**config.mk**
```make
export PLATFORM = sky130hd
export DESIGN_NAME = execon_gen_flat
export DESIGN_NICKNAME = d
export VERILOG_FILES = /design/src/rtl/execon_gen_pkg.sv /design/src/rtl/execon_gen_if.sv /design/src/rtl/execon_gen_cwait.sv /design/src/rtl/execon_gen.sv /design/src/flat_wrapper.sv
export SDC_FILE = /design/constraint.sdc
export NUM_CORES = 1
export LEC_CHECK = 0
export ABC_CLOCK_PERIOD_IN_PS = 3600
export CORE_MARGIN = 2
export CORE_UTILIZATION = 45
export DETAILED_ROUTE_END_ITERATION = 8
export HOLD_SLACK_MARGIN = 0.12
export PLACE_DENSITY = 0.79
export SYNTH_ARGS = -nofsm -noshare
export SYNTH_HDL_FRONTEND = slang
export SYNTH_HIERARCHICAL = 1
export SYNTH_SLANG_ARGS = --single-unit
```
**constraint.sdc**
```tcl
create_clock -name sys_clk -period 3.6 [get_ports sys_clk]
set_clock_uncertainty 0.15 [all_clocks]
set_input_delay 0.9 -clock sys_clk [delete_from_list [all_inputs] [get_ports sys_clk]]
set_output_delay 0.9 -clock sys_clk [all_outputs]
set_load 0.005 [all_outputs]
```
**src/rtl/execon_gen_pkg.sv**
```systemverilog
// Shared constants and width helpers for the execution controller.
// State codes are plain constants so they stay readable in legacy waveform viewers.
package execon_gen_pkg;

  localparam logic [1:0] ST_IDLE = 2'd0;
  localparam logic [1:0] ST_EXEC = 2'd1;
  localparam logic [1:0] ST_IMM  = 2'd2;
  localparam logic [1:0] ST_STOP = 2'd3;

  // Bits needed to hold a count in the range 0..n.
  function automatic int cnt_w(input int n);
    return (n > 0) ? $clog2(n + 1) : 1;
  endfunction

  // Bits needed to index n items (0..n-1), never narrower than one bit.
  function automatic int idx_w(input int n);
    return (n > 1) ? $clog2(n) : 1;
  endfunction

endpackage

```
**src/rtl/execon_gen_if.sv**
```systemverilog
// Prefetch / execute pipeline handshake between the controller (master)
// and the prefetch queue plus ALU write-back side (slave).
interface execon_gen_if #(
  parameter int MAX_IMM = 2
);
  import execon_gen_pkg::*;

  localparam int IMM_W = cnt_w(MAX_IMM);
  localparam int IDX_W = idx_w(MAX_IMM);

  logic             insrdy;
  logic             immld;
  logic [IMM_W-1:0] imm_len;
  logic             memrw;
  logic             datwe;
  logic             precomp;
  logic             exe;
  logic             insexe;
  logic             romold;
  logic             immwri;
  logic [IDX_W-1:0] imm_idx;
  logic             dstdgate;

  modport master (
    input  insrdy, immld, imm_len, memrw, datwe, precomp,
    output exe, insexe, romold, immwri, imm_idx, dstdgate
  );

  modport slave (
    output insrdy, immld, imm_len, memrw, datwe, precomp,
    input  exe, insexe, romold, immwri, imm_idx, dstdgate
  );

endinterface

```
**src/rtl/execon_gen_cwait.sv**
```systemverilog
// Post-compute store wait: holds off the next instruction for COMP_WAIT
// cycles after a precomputed store and flags the final wait cycle.
module execon_cwait
  import execon_gen_pkg::*;
#(
  parameter int COMP_WAIT = 1
) (
  input  logic clk,
  input  logic reset,
  input  logic load,
  output logic busy,
  output logic last
);

  localparam int             CW_W    = cnt_w(COMP_WAIT);
  localparam logic [CW_W-1:0] CW_INIT = CW_W'(COMP_WAIT);
  localparam logic [CW_W-1:0] CW_ONE  = CW_W'(1'b1);
  localparam logic [CW_W-1:0] CW_ZERO = {CW_W{1'b0}};

  logic [CW_W-1:0] cnt_r;

  // Wait down-counter, reloaded by every precomputed store.
  always_ff @(posedge clk) begin
    if (reset) begin
      cnt_r <= CW_ZERO;
    end else if (load) begin
      cnt_r <= CW_INIT;
    end else if (cnt_r != CW_ZERO) begin
      cnt_r <= cnt_r - CW_ONE;
    end else begin
      cnt_r <= cnt_r;
    end
  end

  assign busy = (cnt_r != CW_ZERO);
  assign last = (cnt_r == CW_ONE);

endmodule

```
**src/rtl/execon_gen.sv**
```systemverilog
// Execution controller: gates instruction execution, sequences immediate
// extension words, and enforces the single-step instruction budget.
module execon_gen
  import execon_gen_pkg::*;
#(
  parameter int NWAIT     = 3,
  parameter int MAX_IMM   = 2,
  parameter int STEP_W    = 8,
  parameter int COMP_WAIT = 1
) (
  input  logic              sys_clk,
  input  logic              reset,
  input  logic              go,
  input  logic              single_step,
  input  logic              single_go,
  input  logic [STEP_W-1:0] step_count,
  input  logic [NWAIT-1:0]  wait_req,
  output logic              stop,
  output logic              idle,
  output logic [STEP_W-1:0] step_left,
  execon_gen_if.master      bus
);

  localparam int               IMM_W    = cnt_w(MAX_IMM);
  localparam int               IDX_W    = idx_w(MAX_IMM);
  localparam logic [IMM_W-1:0] LEN_MAX  = IMM_W'(MAX_IMM);
  localparam logic [IMM_W-1:0] LEN_ONE  = IMM_W'(1'b1);
  localparam logic [IMM_W-1:0] LEN_ZERO = {IMM_W{1'b0}};
  localparam logic [IDX_W-1:0] IDX_ONE  = IDX_W'(1'b1);
  localparam logic [IDX_W-1:0] IDX_ZERO = {IDX_W{1'b0}};
  localparam logic [STEP_W-1:0] STEP_ONE  = STEP_W'(1'b1);
  localparam logic [STEP_W-1:0] STEP_ZERO = {STEP_W{1'b0}};

  logic [1:0]        state_r, state_s, done_state_s;
  logic [IMM_W-1:0]  imm_cnt_r, imm_cnt_s, len_clamp_s;
  logic [IDX_W-1:0]  imm_idx_r, imm_idx_s;
  logic [STEP_W-1:0] step_r, step_s, done_step_s;
  logic              insexe_r, stop_r, idle_r;
  logic              stall_s, exe_s, immwri_s, cw_load_s, cw_busy_s, cw_last_s;

  execon_cwait #(
    .COMP_WAIT (COMP_WAIT)
  ) u_cwait (
    .clk   (sys_clk),
    .reset (reset),
    .load  (cw_load_s),
    .busy  (cw_busy_s),
    .last  (cw_last_s)
  );

  // Same-cycle strobes; forced low while reset is asserted so an aborted
  // immediate sequence never produces a stray write.
  always_comb begin
    stall_s   = (|wait_req) | cw_busy_s;
    exe_s     = ~reset & (state_r == ST_EXEC) & go & bus.insrdy & ~stall_s;
    immwri_s  = ~reset & (state_r == ST_IMM) & bus.insrdy;
    cw_load_s = exe_s & bus.memrw & bus.datwe & bus.precomp;
    if (bus.immld) begin
      len_clamp_s = (bus.imm_len > LEN_MAX) ? LEN_MAX : bus.imm_len;
    end else begin
      len_clamp_s = LEN_ZERO;
    end
  end

  // Where an instruction completing this cycle sends us, and the new budget.
  always_comb begin
    if (single_step) begin
      done_step_s  = (step_r == STEP_ZERO) ? STEP_ZERO : step_r - STEP_ONE;
      done_state_s = (step_r <= STEP_ONE) ? ST_STOP : ST_EXEC;
    end else begin
      done_step_s  = step_r;
      done_state_s = go ? ST_EXEC : ST_IDLE;
    end
  end

  // Main controller next-state.
  always_comb begin
    state_s   = state_r;
    imm_cnt_s = imm_cnt_r;
    imm_idx_s = imm_idx_r;
    step_s    = step_r;
    case (state_r)
      ST_IDLE: begin
        state_s = go ? ST_EXEC : ST_IDLE;
      end
      ST_EXEC: begin
        if (!go) begin
          state_s = ST_IDLE;
        end else if (exe_s && (len_clamp_s != LEN_ZERO)) begin
          state_s   = ST_IMM;
          imm_cnt_s = len_clamp_s;
          imm_idx_s = IDX_ZERO;
        end else if (exe_s) begin
          state_s = done_state_s;
          step_s  = done_step_s;
        end else begin
          state_s = ST_EXEC;
        end
      end
      ST_IMM: begin
        // Atomic sequence: go and wait_req are deliberately ignored here.
        if (bus.insrdy && (imm_cnt_r == LEN_ONE)) begin
          state_s   = done_state_s;
          step_s    = done_step_s;
          imm_cnt_s = LEN_ZERO;
          imm_idx_s = IDX_ZERO;
        end else if (bus.insrdy) begin
          imm_cnt_s = imm_cnt_r - LEN_ONE;
          imm_idx_s = imm_idx_r + IDX_ONE;
        end else begin
          state_s = ST_IMM;
        end
      end
      ST_STOP: begin
        if (!go) begin
          state_s = ST_IDLE;
        end else if (single_go) begin
          state_s = ST_EXEC;
          step_s  = (step_count == STEP_ZERO) ? STEP_ONE : step_count;
        end else begin
          state_s = ST_STOP;
        end
      end
      default: begin
        state_s = ST_IDLE;
      end
    endcase
  end

  // State registers; the flag outputs follow the next state so they are
  // zero in the first cycle after reset.
  always_ff @(posedge sys_clk) begin
    if (reset) begin
      state_r   <= ST_IDLE;
      imm_cnt_r <= LEN_ZERO;
      imm_idx_r <= IDX_ZERO;
      step_r    <= STEP_ZERO;
      insexe_r  <= 1'b0;
      stop_r    <= 1'b0;
      idle_r    <= 1'b0;
    end else begin
      state_r   <= state_s;
      imm_cnt_r <= imm_cnt_s;
      imm_idx_r <= imm_idx_s;
      step_r    <= step_s;
      insexe_r  <= exe_s;
      stop_r    <= (state_s == ST_STOP);
      idle_r    <= (state_s == ST_IDLE);
    end
  end

  assign bus.exe      = exe_s;
  assign bus.immwri   = immwri_s;
  assign bus.romold   = exe_s | immwri_s;
  assign bus.dstdgate = ~reset & ((exe_s & bus.memrw & bus.datwe & ~bus.precomp) | cw_last_s);
  assign bus.insexe   = insexe_r;
  assign bus.imm_idx  = imm_idx_r;
  assign stop         = stop_r;
  assign idle         = idle_r;
  assign step_left    = step_r;

endmodule
```
**src/flat_wrapper.sv**
```systemverilog
// flat-port wrapper written by rule: the top's interface ports become plain ports
module execon_gen_flat import execon_gen_pkg::*;
#(
  parameter int NWAIT     = 3,
  parameter int MAX_IMM   = 2,
  parameter int STEP_W    = 8,
  parameter int COMP_WAIT = 1
)
  (sys_clk, reset, go, single_step, single_go, step_count, wait_req, stop, idle, step_left, bus_insrdy, bus_immld, bus_imm_len, bus_memrw, bus_datwe, bus_precomp, bus_exe, bus_insexe, bus_romold, bus_immwri, bus_imm_idx, bus_dstdgate);
  execon_gen_if #(.MAX_IMM(MAX_IMM)) bus_i ();
  input  logic sys_clk;
  input  logic reset;
  input  logic go;
  input  logic single_step;
  input  logic single_go;
  input  logic [STEP_W-1:0] step_count;
  input  logic [NWAIT-1:0] wait_req;
  output logic stop;
  output logic idle;
  output logic [STEP_W-1:0] step_left;
  input wire logic [$bits(bus_i.insrdy)-1:0] bus_insrdy;
  input wire logic [$bits(bus_i.immld)-1:0] bus_immld;
  input wire logic [$bits(bus_i.imm_len)-1:0] bus_imm_len;
  input wire logic [$bits(bus_i.memrw)-1:0] bus_memrw;
  input wire logic [$bits(bus_i.datwe)-1:0] bus_datwe;
  input wire logic [$bits(bus_i.precomp)-1:0] bus_precomp;
  output wire logic [$bits(bus_i.exe)-1:0] bus_exe;
  output wire logic [$bits(bus_i.insexe)-1:0] bus_insexe;
  output wire logic [$bits(bus_i.romold)-1:0] bus_romold;
  output wire logic [$bits(bus_i.immwri)-1:0] bus_immwri;
  output wire logic [$bits(bus_i.imm_idx)-1:0] bus_imm_idx;
  output wire logic [$bits(bus_i.dstdgate)-1:0] bus_dstdgate;
  assign bus_i.insrdy = bus_insrdy;
  assign bus_i.immld = bus_immld;
  assign bus_i.imm_len = bus_imm_len;
  assign bus_i.memrw = bus_memrw;
  assign bus_i.datwe = bus_datwe;
  assign bus_i.precomp = bus_precomp;
  assign bus_exe = bus_i.exe;
  assign bus_insexe = bus_i.insexe;
  assign bus_romold = bus_i.romold;
  assign bus_immwri = bus_i.immwri;
  assign bus_imm_idx = bus_i.imm_idx;
  assign bus_dstdgate = bus_i.dstdgate;
  execon_gen #(.NWAIT(NWAIT), .MAX_IMM(MAX_IMM), .STEP_W(STEP_W), .COMP_WAIT(COMP_WAIT)) u_core (.sys_clk(sys_clk), .reset(reset), .go(go), .single_step(single_step), .single_go(single_go), .step_count(step_count), .wait_req(wait_req), .stop(stop), .idle(idle), .step_left(step_left), .bus(bus_i));
endmodule
```
* Word level (Yosys, flattened, before mapping)
Cells that the tools add are included.
Widths: inputs -> output; s select.
** Storage, ports and cells
- Register bits :: 17
- Word-level logic and storage cells :: 91
** Operators by class
- Bitwise logic cells :: 17
- Reductions and logical operators :: 12
- $lt $le $gt $ge :: 2
- Muxes and demuxes :: 35
- Equality and inequality tests :: 13
- Add/sub/neg operators :: 4
** Operators with widths (number)
- $mux 8 :: 9
- $mux 2 :: 15
- $pmux 8 s3 :: 1
- $logic_not 8->1 :: 2
- $ne 2x2->1 const B :: 6
- $and 1x1->1 :: 11
- $le 8x1->1 const B :: 1
- $pmux 2 s4 :: 1
- $sub 8x1->8 const B :: 1
- $mux 1 :: 7
- $reduce_and 7->1 :: 1
- $eq 2x2->1 const B :: 3
- $eq 2x1->1 const B :: 2
- $logic_not 2->1 :: 2
- $pmux 2 s2 :: 1
- $reduce_and 4->1 :: 1
- $reduce_bool 2->1 :: 2
- $ne 3x3->1 const B :: 1
- $not 1->1 :: 3
- $or 1x1->1 :: 3
- $reduce_bool 3->1 :: 1
- $reduce_or 3->1 :: 1
- $gt 2x2->1 const B :: 1
- $logic_and 1x1->1 :: 2
- other kinds (5) :: 5

* Logic depth before layout (Yosys ltp)
Gate-level depths: netlist of the first run.
- Word-level depth :: 10
- Mapped depth :: 8

* Hierarchy
Netlist of the first run, hierarchy kept.
** By module, submodules not included
- execon_gen :: cells each 145, times used 1, area each 1151.1 sq um
- execon_cwait :: cells each 3, times used 1, area each 41.3 sq um

* Worst setup path before layout of the first run
No wires, ideal clock.
- Path type :: input to output
- From :: in reset
- To :: out bus_dstdgate
- Path buffers :: 2
- Setup slack :: 0.696 ns
- Stages on the path :: 6
- Arrival time :: 1.854 ns
- Cell sequence :: buf_6 and4bb_1 and3_1 clkbuf_1 a41oi_1 nor2_1
** On the way
- Word-level cells in the longest chain between the ends :: 10
** Ends and longest elaborated chain
- start: declaration :: line flat_wrapper.sv:12 : input logic reset;
- $not 1->1 :: line execon_gen.sv:55 : exe_s = ~reset & (state_r == ST_EXEC) & go & bus.insrdy & ~stall_s;
- $and 1x1->1 (4 in series) :: line execon_gen.sv:55
- via bus_exe :: line flat_wrapper.sv:27 : output wire logic [$bits(bus_i.exe)-1:0] bus_exe;
- $and 1x1->1 (3 in series) :: line execon_gen.sv:155 : assign bus.dstdgate = ~reset & ((exe_s & bus.memrw & bus.datwe & ~bus.precomp) | cw_last_s);
- $or 1x1->1 :: line execon_gen.sv:155
- $and 1x1->1 :: line execon_gen.sv:155
- end: declaration :: line flat_wrapper.sv:32 : output wire logic [$bits(bus_i.dstdgate)-1:0] bus_dstdgate;
The timed path passes the listed nets, and every way through them passes these cells.

* Worst setup path in the final report of the first run
- From :: in reset
- To :: out bus_exe
** On the way
- Word-level cells in the longest chain between the ends :: 5
** Ends and longest elaborated chain (line)
- $not 1->1 :: execon_gen.sv:55
- $and 1x1->1 (4 in series) :: execon_gen.sv:55
- end: declaration :: flat_wrapper.sv:27
Every way passes these cells.

==> results.yml, run 1 <==
status:
  status: "finished, final reports clean"
placement:
  place_hpwl_um: 2306
  place.port_buffers: 38
  routabilityCongestion: 0.8408
floorplan:
  ios: 39
  die_y_um: 55.48
  initial_core_util_pct: 47.70
  std_cell_rows: 18
  die_w_um: 55.48
  core_sq_mm: 0.002500
  die_area_sq_mm: 0.003077
cts:
  post_cts.repair.setup_buffers: 0
  cts.sink_count: 17
  ctsRootBufferMaster: "clkbuf_4"
  numCtsBuffers: 3
  insertion_delay_ns: 0.29
  clkTransAtPathRegs_ns: 0.11
  cts_buffer_depth: 2
  ctsHtreeMaxLevel: 1
  cts_tree: "done"
power:
  powerDensity_mw_per_mm2: 255.1
  irDropWorstVdd_v: 0.0002834
  leakage_nw: 0.6685
  totalPowerFinal_mw: 0.4223
timing:
  post-route-min-period_ns: 3.478
  slew_headroom_pct: 61.88
  worst_hold_slack_ns: 0.3437
  worst_pin_slew_ns: 0.5658
  rsz0062_at_grt: "no"
  finalSetupTns_ns: 0
  drv_slew: 0
  final_hold_viol_count: 0
  period_share_pct: 96.62
  setup_viol_count_final: 0
  max_freq_ghz: 0.2875
layout:
  num_antenna_cells: 0
  syn_to_final_growth_pct: 38.82
  drive_above_1_share_pct: 12.70
  multi_input_area_sq_um: 770.7
  nets: 217
  fillers: 223
  regArea_sq_um: 340.3
grt:
  first_global_vias: 1252
  overflow: 0
  grt_pass1_wl_um: 5237
  antenna_found_initial: 0
  grt_max_degree: 19
  track_usage_pct: 20.68
yosys:
  synth_cell_types: 48
  async_reset_ff_share_pct: 0
  syn-cell-area_sq_mm: 0.001192
  ys_warn_count: 6
  synth_nets: 175
  synth_top_area_share_pct: 28.54
  avgSynthCellArea_sq_um: 8.057
  yosysSeqAreaShare_pct: 28.54
  yosys.area.top_type: "dfxtp_1"
  synth_top_flop_cell: "dfxtp_1"
  synth.area.top_cells: "dfxtp_1, nor2_1, a21oi_1"
  synth_edf_count: 0
  netlist_instances: 148
  ys_ff_latch: 17
critical_path:
  r2r.worst_path.cells: 7
  required_ns: 2.55
  rrSetupSlack_ns: 1.17
  cp-end-kind: "output port"
  start_kind: "input port"
  worst-setup-path-type: "in2out"
  r2r_end: "u_core/step_left[1]$_SDFFE_PP0P_"
  crit_arrival_ns: 2.43
  r2r_start: "u_core/step_left[0]$_SDFFE_PP0P_"
  crit_fanout: 4
detailed_routing:
  dr_total_vias: 1261
  ant_nets: 0
  drt-wirelength-per-cell_um: 14.16
  drt_wl_total_um: 3100
  dr.pass1.iters: 5
  initialDrtViolationCount: 36
  viasPerCell: 5.758
  drcViolationCount: 0
worst_hold_path:
  hold-path-cell-count: 2
  min_to: "u_core/imm_cnt_r[1]$_SDFFE_PP0P_"
  holdCritPathClass: "reg2reg"
  min_from: "u_core/imm_cnt_r[1]$_SDFFE_PP0P_"
flow_run:
  maxCapViolCount: 0
[final cells by class]
type | count | area share, %
Tap cell | 30 | 2.268
Sequential cell | 17 | 20.56
Clock buffer | 3 | 1.361
Inverter | 7 | 1.587
Timing Repair Buffer | 47 | 27.36
Multi-Input combinational cell | 114 | 46.56
Clock inverter | 1 | 0.3023
[through the flow]
stage                     instances  instance area (sq um)  utilization, %  worst slack [ns]
final                           219                   1655           66.22            0.1215
after global routing            219                   1655           66.22           0.04835
after CTS                       219                   1650           66.02           0.01543
after detailed placement        215                   1618           64.71         -0.005521
after global placement          215                   1618           64.71           0.03498
after floorplan                 148                   1192               -            0.6965
[synth_stat cells, types with 3 or more instances]
cell type	instances
a211oi_1	3
a21oi_1	10
and3_1	3
buf_2	3
clkbuf_1	4
dfxtp_1	17
ha_1	4
inv_1	7
mux2i_1	4
nand2_1	7
nand2b_1	6
nand3_1	3
nor2_1	15
nor2b_1	5
nor3_1	7
nor4_1	3
o21ai_0	4
[worst max-delay path by stage]
stage                           from            to  slack, ns
final                          reset       bus_exe       0.12
after global routing           reset       bus_exe       0.05
after CTS                      reset  bus_dstdgate       0.02
after detailed placement       reset  bus_dstdgate     -0.006
after global placement    bus_insrdy  bus_dstdgate       0.03
after floorplan                reset  bus_dstdgate       0.70
[cell usage in the layout, fill, tap and decap left out, types with 3 or more instances in the layout]
cell | Yosys | routed
a211oi_1 | 3 | 3
a21oi_1 | 10 | 10
buf_4 | 1 | 9
clkbuf_4 | 0 | 3
clkdlybuf4s50_1 | 0 | 36
dfxtp_1 | 17 | 17
ha_1 | 4 | 4
inv_1 | 7 | 7
mux2i_1 | 4 | 4
nand2_1 | 7 | 7
nand2b_1 | 6 | 6
nand3_1 | 3 | 3
nor2_1 | 15 | 15
nor2b_1 | 5 | 5
nor3_1 | 7 | 7
nor4_1 | 3 | 3
o21ai_0 | 4 | 4
[worst max-delay path, cell delays in order]
cell             delay, ns
clkdlybuf4s50_1       0.42
and4bb_1              0.30
and3_4                0.20
buf_4                 0.11
clkdlybuf4s50_1       0.49
[metal layers]
metal  GRT usage (%)  share of wire [%]  up-vias  routed length (um)
met5               0                  0        -                   0
met4           7.666               0.48        0                  15
met3           3.981                6.5        2                 203
met2           37.93                 51       55                1569
met1           23.39                 42      583                1311
li1                -                  -      621                   -
[cell families after synthesis]
group | Yosys count | share of synthesized area, %
AO/OA/AOI/OAI | 38 | 23.82
XOR/XNOR | 1 | 0.7347
adder cells (fa/ha/maj) | 4 | 4.197
buffers and inverters | 17 | 7.240
flip-flops | 17 | 28.54
multiplexers | 4 | 3.358
AND/OR/NAND/NOR | 67 | 32.11
[where the power goes]
group	total, mW	switching (mW)	internal, mW
Clock	0.105	0.0633	0.0413
Sequential	0.201	0.00744	0.194
Combinational	0.116	0.0533	0.0629
[registers in the layout (all words and copies together), names as in the netlist]
register             flops
u_core/stop              1
u_core/state_r           2
u_core/idle              1
u_core/bus.imm_idx       1
u_core/step_left         8
u_core/u_cwait/busy      1
u_core/bus.insexe        1
u_core/imm_cnt_r         2
[what timing repair did]
action / in CTS / in global routing
endpoints found under the setup margin: 1 / 1
hold buffers: 0 / 0
cloned: 0 / 0
resized for setup: 1 / 2
pin swaps: 0 / 2
Note: power is estimated with default switching activity, not from simulation.
==> run 2, diff against run 1 <==
Settings changed: SLEW_MARGIN set to 20.
==> results of run 2 <==
Final layout, timing and power as in run 1 (identical DEF).
